### config.mk
export PLATFORM = sky130hd
export DESIGN_NAME = line_fill_assembler
export DESIGN_NICKNAME = d
export VERILOG_FILES = /design/src/rtl/line_fill_assembler.sv
export SDC_FILE = /design/constraint.sdc
export NUM_CORES = 1
export LEC_CHECK = 0
export ABC_AREA = 1
export CAP_MARGIN = 15
export CELL_PAD_IN_SITES_DETAIL_PLACEMENT = 0
export CELL_PAD_IN_SITES_GLOBAL_PLACEMENT = 1
export CORE_MARGIN = 3
export CORE_UTILIZATION = 36
export DETAILED_ROUTE_END_ITERATION = 7
export PLACE_DENSITY = 0.89
export SLEW_MARGIN = 20
export SYNTH_ARGS = -nofsm -noshare
export SYNTH_HDL_FRONTEND = slang
export SYNTH_SLANG_ARGS = --single-unit
### constraint.sdc
create_clock -name clk -period 3.3 [get_ports clk]
set_input_delay 0.66 -clock clk [delete_from_list [all_inputs] [get_ports clk]]
set_output_delay 0.66 -clock clk [all_outputs]
set_load 0.01 [all_outputs]
### src/rtl/line_fill_assembler.sv
// Line fill assembler: packs UNIT_WIDTH beats into a LINE_WIDTH cache line via a rotating one-hot slot pointer (critical-word-first, wrapping).
// Latency: line_valid one cycle after the Nth beat transfers; next fill can be accepted one cycle after line_ready.
// Backpressure: beat_ready only in FILL (dropped by fill_abort); line held in DONE until line_ready. Optional RO_CACHE_CRIT_WORD_FWD_EN enables crit-word pulse.
module line_fill_assembler #(
    parameter int LINE_WIDTH = 32,
    parameter int UNIT_WIDTH = 4
) (
    input  logic                              clk,
    input  logic                              rst,
    input  logic                              fill_start,
    input  logic [LINE_WIDTH/UNIT_WIDTH-1:0]  fill_sel,
    output logic                              fill_ready,
    input  logic                              fill_abort,
    input  logic                              beat_valid,
    input  logic [UNIT_WIDTH-1:0]             beat_data,
    output logic                              beat_ready,
    output logic                              line_valid,
    output logic [LINE_WIDTH-1:0]             line_data,
    input  logic                              line_ready,
    output logic                              crit_valid,
    output logic [UNIT_WIDTH-1:0]             crit_data
);

    localparam int N  = LINE_WIDTH / UNIT_WIDTH;
    localparam int CW = $clog2(N) + 1;
    localparam logic [CW-1:0] LAST = CW'(N - 1);

    typedef enum logic [1:0] {
        IDLE,
        FILL,
        DONE
    } state_t;

    state_t                  state_q, state_d;
    logic [N-1:0]            ptr_q, ptr_d;
    logic [CW-1:0]           cnt_q, cnt_d;
    logic [LINE_WIDTH-1:0]   line_q, line_d;
    logic                    line_valid_q, line_valid_d;
    logic                    fill_go;
    logic                    beat_go;
    logic [N-1:0]            sel_low;

    // Handshake decode from state, and the starting slot (lowest set bit, slot 0 when empty)
    always_comb begin
        fill_ready = (state_q == IDLE);
        beat_ready = (state_q == FILL) && !fill_abort;
        fill_go    = fill_start && fill_ready;
        beat_go    = beat_valid && beat_ready;
        sel_low    = fill_sel & (~fill_sel + N'(1));
        if (sel_low == '0) begin
            sel_low = N'(1);
        end
    end

    // Next-state logic: fill control, slot writes and pointer rotation
    always_comb begin
        state_d = state_q;
        ptr_d   = ptr_q;
        cnt_d   = cnt_q;
        line_d  = line_q;
        case (state_q)
            IDLE: begin
                if (fill_go) begin
                    state_d = FILL;
                    line_d  = '0;
                    ptr_d   = sel_low;
                    cnt_d   = '0;
                end
            end
            FILL: begin
                // Abort wins: beat_ready is already low, so no beat lands this cycle
                if (fill_abort) begin
                    state_d = IDLE;
                end else if (beat_go) begin
                    for (int k = 0; k < N; k++) begin
                        if (ptr_q[k]) begin
                            line_d[k*UNIT_WIDTH +: UNIT_WIDTH] = beat_data;
                        end
                    end
                    ptr_d = (ptr_q << 1) | (ptr_q >> (N - 1));
                    cnt_d = cnt_q + CW'(1);
                    if (cnt_q == LAST) begin
                        state_d = DONE;
                    end
                end
            end
            DONE: begin
                if (line_ready) begin
                    state_d = IDLE;
                end
            end
            default: begin
                state_d = IDLE;
            end
        endcase
        line_valid_d = (state_d == DONE);
    end

    // State and datapath registers
    always_ff @(posedge clk) begin
        if (rst) begin
            state_q      <= IDLE;
            ptr_q        <= '0;
            cnt_q        <= '0;
            line_q       <= '0;
            line_valid_q <= 1'b0;
        end else begin
            state_q      <= state_d;
            ptr_q        <= ptr_d;
            cnt_q        <= cnt_d;
            line_q       <= line_d;
            line_valid_q <= line_valid_d;
        end
    end

    assign line_valid = line_valid_q;
    assign line_data  = line_q;

`ifdef RO_CACHE_CRIT_WORD_FWD_EN
    logic                  first_beat;
    logic                  crit_valid_q;
    logic [UNIT_WIDTH-1:0] crit_data_q;

    assign first_beat = beat_go && (cnt_q == '0);

    // One-cycle pulse with the first beat of each fill; data held until the next first beat
    always_ff @(posedge clk) begin
        if (rst) begin
            crit_valid_q <= 1'b0;
            crit_data_q  <= '0;
        end else begin
            crit_valid_q <= first_beat;
            if (first_beat) begin
                crit_data_q <= beat_data;
            end
        end
    end

    assign crit_valid = crit_valid_q;
    assign crit_data  = crit_data_q;
`else
    assign crit_valid = 1'b0;
    assign crit_data  = '0;
`endif

endmodule
* Word level (Yosys, flattened, before mapping) *
Cells that the tools add are included.

storage, ports and cells
  logic and storage cells = 75
  output and inout bits = 40
  register bits after elaboration = 47

operators by class
  mux-type cells = 27
  reduce and logical (&&, ||, !) cells = 16
  equal/unequal tests = 15
  $add $sub $neg = 2
  bitwise gates (word level) = 3

operators by type and width
  kind                   count
  $mux W32               3
  $pmux W32 S2           1
  $mux W4                11
  $reduce_and A5 Y1      8
  $mux W8                4
  $ne A2 B2 Y1 const B   10
  $pmux W8 S2            1
  $mux W2                5
  $add A8 B1 Y8 const B  1
  $and A8 B8 Y8          1
  $logic_not A8 Y1       1
  $not A8 Y8             1
  $or A8 B1 Y8           1
  $pmux W4 S2            1
  $pmux W2 S3            1
  $add A4 B1 Y4 const B  1
  $eq A2 B2 Y1 const B   2
  $eq A4 B3 Y1 const B   1
  $reduce_and A4 Y1      1
  $logic_and A1 B1 Y1    3
  $eq A2 B1 Y1 const B   1
  $logic_not A2 Y1       1
  $ne A2 B1 Y1 const B   1
  $reduce_bool A2 Y1     1
  $logic_not A1 Y1       1

* Depth between registers and ports, before layout *
Gate-level depths: netlist of the first run.

  word-level depth = 7
  gate-level depth with buffers = 8

* Worst setup path after synthesis of the first run *
OpenSTA, ideal clock, no wires.

  path kind = input to output
  start = input port fill_abort
  end = output port beat_ready
  stages = 3
  path buffers = 0
  arrival time = 0.861 ns
  slack = 1.779 ns
  path through = inv_1 -> nand2_1 -> inv_1

on the way
  longest elaborated chain between the ends = 2

RTL lines
  what                 line  text
  start, declared      13    input logic fill_abort,
  $logic_not A1 Y1     46    beat_ready = (state_q == FILL) && !fill_abort;
  $logic_and A1 B1 Y1  46
  end, declared        16    output logic beat_ready,

No other way between the ends.

* Final worst setup path of the first run *
Same ends and word-level chain as after synthesis.

==> metrics.md, run 1 <==
| Metric | Value |
|---|---|
| Leading register cell type out of synthesis | sky130_fd_sc_hd__dfxtp_1 |
| Part of the power in combinational logic | 0.141 |
| Number of buffers added for setup after CTS | 0 |
| Required time of the worst setup path | 2640 ps |
| Gr usage total | 0.158 |
| Endpoint type of the worst setup path | output pin |
| Portion of total power attributed to sequential cells | 0.547 |
| Number of synthesized flops with an enable pin | 0 |
| Total congestion overflow after global routing | 0 |
| Max-cap violations | 0 |
| Worst-path clk slew | 80 ps |
| Unique cell type count in the Yosys netlist | 24 |
| Share of layout cells above drive strength 1 | 0.0598 |
| Ratio of routed vias to standard cells | 5.04 |
| Avg WL per Cell | 12.6 um |
| Synth async-reset ratio | 0 |
| Sw Share | 0.273 |
| Core utilization of the finished layout | 0.489 |
| VDD IR max | 0.222 mV |
| Top cell type by total area after synthesis | sky130_fd_sc_hd__dfxtp_1 |
| Top achievable clock speed | 395 MHz |
| Part of the total power dissipated in the clock network | 0.312 |
| Number of design rule violations left after detail routing | 0 |
| Average instance area after synthesis | 7.23 sq um |
| Clock tree root driver cell | sky130_fd_sc_hd__clkbuf_8 |
| Leakage Power | 1.01 nW |
| Sinks on the clock net | 47 |
| Synthesis-to-layout area growth | 27.4% |
| RSZ-0062 raised after global routing | false |
| Flop2flop setup slack | 1570 ps |
| Floorplan die area | 7050 sq um |
| Post-DP HPWL | 3.95 mm |
| Number of global-route vias before repair | 1935 |
| Final hold violation count | 0 |
| Post-cts sizing count | 0 |
| Worst r2r path cells | 7 |
| Vertical extent of the die | 84.0 um |
| Transition time at the pin with the least slew margin | 706 ps |
| Pin count of the biggest net entering global routing | 33 |
| Number of synthesized register bits | 47 |
| Row Count | 27 |
| Die span in x | 84.0 um |
| Post-route minimum period | 2530 ps |
| Total routed wirelength | 5.32 mm |
| CP Launch Type | primary input |
| Startpoint of the most critical register-to-register path | state_q[0] |
| Total core area | 5710 sq um |
| Clock Tree Buf Depth | 2 |
| Startpoint-to-endpoint class of the critical path | in -> out |
| Syn. warnings | 0 |
| Yosys top cell area share | 0.430 |
| Cells after Synth | 303 |
| Worst clock skew on the final layout | 4.37 ps |
| Depth of the worst hold-timing path | 2 |
| CTS HTree Levels | 2 |
| Residual antenna-violating net count after detailed routing | 0 |
| Filler cells | 569 |
| Arrival time worst endpoint | 1870 ps |
| P_sw | 295 uW |
| Setup TNS after final layout | 0 ps |
| Run status | finished clean |
| Launch point of the worst hold path | line_data[10] |
| Number of placed I/O pins | 58 |
| Reg-to-reg endpoint | line_data[27] |
| Layout Nets | 369 |
| Critical-path maximum fanout | 3 |
| Final setup violation count | 0 |
| Max-slew violations | 0 |
| Non-filler cells, final | 423 |
| Final weighted congestion in routability-driven placement | 0.795 |
| Summed instance area of the synthesized netlist | 2190 sq um |
| Most used standard cell by instance count after synthesis | sky130_fd_sc_hd__nand3_1 |
| Clk_lat worst skew | 290 ps |
| Number of diodes added for antenna fixing | 0 |
| End point of the worst hold path | line_data[10] |
| Cell Int Power | 784 uW |
| Classification of the worst-slack hold path | reg -> reg |
| Leading post-synthesis cells by instance count | sky130_fd_sc_hd__nand3_1 (68), sky130_fd_sc_hd__nand2_1 (49), sky130_fd_sc_hd__dfxtp_1 (47) |
| Drt first pass iters | 4 |
| Sequential cell area fraction in the yosys report | 0.430 |
| First-pass GRT wire length | 9.20 mm |
| Hold-fix buffers, CTS | 0 |
| Starting density of the core | 0.384 |
| Top cells by area in the synthesized netlist | sky130_fd_sc_hd__dfxtp_1 (43%), sky130_fd_sc_hd__nand3_1 (16%), sky130_fd_sc_hd__a21oi_1 (9.6%) |
| Number of buffers created by CTS | 5 |
| CTS tree | done |
| Relative slew slack | 0.528 |
| Power density over cell area | 387 nW/um^2 |
| First DRT Iteration DRCs | 107 |
| Placed Cells | 415 |
| Number of antenna violations at the first check in global routing | 0 |
| Post-route clock period utilization | 0.768 |
| Port Buf Inserts | 52 |
| Number of vias in the routed layout | 2130 |
==> worst max-delay path, cell delays in order <==
cell and delay, ps:
sky130_fd_sc_hd__clkdlybuf4s50_1 430, sky130_fd_sc_hd__inv_1 90, sky130_fd_sc_hd__nand2_1 50, sky130_fd_sc_hd__inv_1 90
sky130_fd_sc_hd__clkdlybuf4s50_1 540
==> metrics by stage <==
stage	total power [mW]	cell area [sq um]	hold WS, ps	setup WS [ps]
2_1_floorplan	0.709	2200	457	1780
3_5_place_dp	0.756	2710	474	765
4_1_cts	1.09	2790	486	765
3_3_place_gp	0.754	2710	470	782
5_1_grt	1.15	2790	508	675
6_report	1.08	2790	485	767
==> worst max-delay path by stage <==
| stage | startpoint | cells past startpoint | end |
|---|---|---|---|
| 2_1_floorplan | fill_abort | 3 | beat_ready |
| 3_3_place_gp | fill_abort | 5 | beat_ready |
| 3_5_place_dp | fill_abort | 5 | beat_ready |
| 4_1_cts | fill_abort | 5 | beat_ready |
| 5_1_grt | fill_abort | 5 | beat_ready |
| 6_report | fill_abort | 5 | beat_ready |
==> registers in the layout, summed over array words and instances, names as in the netlist <==
signal,cells
line_data,32
ptr_q,8
cnt_q,4
state_q,2
line_valid,1
==> routing by layer <==
| metal | global-route usage | wire length, um | vias up |
|---|---|---|---|
| met4 | 0.0439 | 44 | 0 |
| li1 | - | - | 1088 |
| met1 | 0.200 | 2330 | 969 |
| met2 | 0.264 | 2630 | 69 |
| met3 | 0.0444 | 307 | 4 |
| met5 | 0 | 0 | - |
==> power by group through the flow <==
stage                     clock (mW)  combinational (mW)  sequential, mW
final                          0.337               0.152           0.590
after global routing           0.384               0.171           0.592
after CTS                      0.349               0.153           0.590
after detailed placement           0               0.153           0.603
after global placement             0               0.151           0.603
after floorplan                    0               0.106           0.603
==> cells in the final DEF, fill, tap and decap left out, drive strengths merged <==
cell	n
clkbuf	6
clkdlybuf4s50	52
ha	1
o21ai	11
nand2	50
buf	4
o21bai	1
nand4	2
clkinv	1
inv	29
a21oi	42
clkinvlp	1
nor2	29
o21a	1
dfxtp	47
nand3b	1
conb	5
nand3	68
==> area by class of cell <==
class,count,area (sq um),area share
Multi-Input combinational cell,211,1010,0.364
Sequential cell,47,941,0.337
Timing Repair Buffer,56,551,0.197
Inverter,29,109,0.0390
Tap cell,72,90.1,0.0323
Clock buffer,6,72.6,0.0260
Clock inverter,2,12.5,0.00448
==> cell families (layout without fill, tap and decap cells) <==
logic type	after synthesis	after routing	share of synthesized area
buffers and inverters	49	93	0.114
and+or+nand+nor	150	150	0.319
other	1	5	0.00171
DFF	47	47	0.430
adders and majority gates	1	1	0.00571
AOI/OAI and AO/OA	55	55	0.130
(Power assumes the default switching activity.)
==> run 2, diff against run 1 <==
Settings changed: CORE_UTILIZATION 36 to 34, PLACE_DENSITY 0.89 to 0.85.
Clock period 3.3 ns to 2.5 ns, I/O delays scaled along.
==> run 2 against run 1 <==
  * Non-clock buffer count up 3
  * Register-to-register slack lost 740 ps
  * Cell count up 1.4%
  * Flip-flop and latch count unchanged
  * Die area grew 5.5%
  * Largest power group unchanged
  * Via count is 1.5% lower
  * Power grew 36%
  * Sequential power rose by 32%
  * First-iteration DRC count grew 24%
  * Routed wire length grew 1.7%
  * Critical endpoint unchanged
==> metrics.md, run 2 (synthesized netlist as in run 1, its figures left out) <==
| Metric | Value |
|---|---|
| Run status | finished clean |
| First-pass GRT wire length | 9.10 mm (-1.0%) |
| CTS tree | done |
| Pin count of the biggest net entering global routing | 40 (+21%) |
| Arrival time worst endpoint | 1690 ps (-180 ps) |
| Number of buffers added for setup after CTS | 0 (unchanged) |
| Met1 wire length | 2.45 mm (+5.0%) |
| Worst r2r path cells | 8 (+1) |
| Synthesis-to-layout area growth | 29.1% |
| Post-route clock period utilization | 0.876 |
| Uppermost layer routed | met4 |
| Number of flip-flops in the largest register | 32 (unchanged) |
| Critical-path maximum fanout | 3 (unchanged) |
| Launch point of the worst hold path | line_data[13] |
| Vertical extent of the die | 86.3 um (+2.7%) |
| Most common cell after layout, fill and taps aside | sky130_fd_sc_hd__nand3_1 |
| Worst clock skew on the final layout | 10.6 ps (+6.24 ps) |
| Classification of the worst-slack hold path | reg -> reg |
| DP Area | 2730 sq um (+0.97%) |
| Relative slew slack | 0.666 (+0.138) |
| Hold-fix buffers, CTS | 0 (unchanged) |
| Transition time at the pin with the least slew margin | 498 ps (-208 ps) |
| Port Buf Inserts | 52 (unchanged) |
| Ratio of routed vias to standard cells | 4.89 (-2.9%) |
| Number of antenna violations at the first check in global routing | 0 (unchanged) |
| Layout Nets | 372 (+0.81%) |
| First DRT Iteration DRCs | 133 (+24%) |
| Final weighted congestion in routability-driven placement | 0.820 (+3.1%) |
| Avg WL per Cell | 12.6 um (+0.31%) |
| Power density over cell area | 518 nW/um^2 (+34%) |
| Post-route minimum period | 2190 ps |
| Flop2flop setup slack | 830 ps (-740 ps) |
| Depth of the worst hold-timing path | 2 (unchanged) |
| Clk_lat worst skew | 300 ps (about the same) |
| Commonest cells after routing, fill and taps aside | sky130_fd_sc_hd__nand3_1 (68), sky130_fd_sc_hd__clkdlybuf4s50_1 (52), sky130_fd_sc_hd__nand2_1 (49) |
| Placed Cells | 421 (+1.4%) |
| Top achievable clock speed | 457 MHz |
| Final Power | 1.46 mW (+36%) |
| Residual antenna-violating net count after detailed routing | 0 (unchanged) |
| Number of design rule violations left after detail routing | 0 (unchanged) |
| Final setup violation count | 0 (unchanged) |
| Sinks on the clock net | 47 (unchanged) |
| Setup TNS after final layout | 0 ps (unchanged) |
| Drt first pass iters | 6 (+2) |
| Non-filler cells, final | 429 (+1.4%) |
| Startpoint of the most critical register-to-register path | state_q[0] |
| Post-DP HPWL | 3.91 mm (-0.95%) |
| Worst-path clk slew | 80 ps (about the same) |
| Endpoint type of the worst setup path | output pin |
| Max-slew violations | 0 (unchanged) |
| Total core area | 6060 sq um (+6.2%) |
| Number of diodes added for antenna fixing | 0 (unchanged) |
| Post-cts sizing count | 0 (unchanged) |
| Die span in x | 86.3 um (+2.7%) |
| Reg-to-reg endpoint | line_data[24] |
| Leakage Power | 1.04 nW (+2.1%) |
| VDD IR max | 0.268 mV (+20%) |
| Number of buffers created by CTS | 5 (unchanged) |
| RSZ-0062 raised after global routing | false |
| Floorplan die area | 7440 sq um (+5.5%) |
| Number of placed I/O pins | 58 (unchanged) |
| Number of global-route vias before repair | 1929 (-0.31%) |
| Final hold violation count | 0 (unchanged) |
| Clock tree root driver cell | sky130_fd_sc_hd__clkbuf_8 |
| Max-cap violations | 0 (unchanged) |
| Total routed wirelength | 5.41 mm (+1.7%) |
| End point of the worst hold path | line_data[13] |
| Required time of the worst setup path | 2000 ps (-640 ps) |
| Startpoint-to-endpoint class of the critical path | in -> out |
| Gr usage total | 0.151 (-0.00730) |
| CTS HTree Levels | 2 (unchanged) |
| Number of vias in the routed layout | 2098 (-1.5%) |
| Share of layout cells above drive strength 1 | 0.0678 (+0.00797) |
| Post-layout instance area | 2830 sq um (+1.3%) |
| Total length of routed met2 wires | 2.59 mm (-1.6%) |
| Total congestion overflow after global routing | 0 (unchanged) |
| Starting density of the core | 0.361 (-0.0222) |
| Worst-case hold slack | 482 ps (-2.11 ps) |
| CP Launch Type | primary input |
| Worst setup startpoint | fill_abort |
| Clock Tree Buf Depth | 2 (unchanged) |
| Met3 Routed Length | 308 um (+0.33%) |
| Row Count | 28 (+3.7%) |
run 2: changes by cell type in the layout (fill, tap and decap cells not counted), sizes merged:
cell,previous run,this run
buf,4,7
clkbuf,6,7
clkinvlp,1,0
run 2: worst max path at each step:
stage               slack, ps          to  cells past startpoint
finish                    310  beat_ready                      5
global route              240  beat_ready                      5
CTS                       310  beat_ready                      5
detailed placement        310  beat_ready                      5
global placement          310  beat_ready                      5
floorplan                1160  beat_ready                      5
run 2: where the power goes:
group	leakage (nW)	switching, mW	total [mW]	internal, mW
Combinational	0.607	0.128	0.208	0.0799
Sequential	0.380	0.0153	0.779	0.763
Clock	0.0484	0.252	0.479	0.227
run 2: final cells by class:
class / instances / area [sq um]
multi-input combinational: 211 / 1010
sequential: 47 / 941
inverter: 29 / 109
timing repair buffer: 59 / 573
clock buffer: 7 / 86.3
clock inverter: 1 / 8.76
tap: 75 / 93.8
fill: 620 / 3230
run 2: critical path, stage by stage:
cell and delay [ps]:
sky130_fd_sc_hd__clkdlybuf4s50_1 440, sky130_fd_sc_hd__inv_1 80, sky130_fd_sc_hd__nand2_1 50, sky130_fd_sc_hd__inv_1 80, sky130_fd_sc_hd__clkdlybuf4s50_1 540
run 2: stage by stage:
| step | worst slack (ps) | utilization |
|---|---|---|
| floorplan | 1160 | - |
| global placement | 315 | 0.451 |
| detailed placement | 308 | 0.451 |
| CTS | 307 | 0.466 |
| global route | 237 | 0.466 |
| finish | 310 | 0.466 |
run 2: routing by layer:
| metal | vias to the layer above | GRT usage |
|---|---|---|
| li1 | 1087 | - |
| met1 | 946 | 0.202 |
| met2 | 59 | 0.247 |
| met3 | 6 | 0.0314 |
| met4 | 0 | 0.0439 |
| met5 | - | 0 |
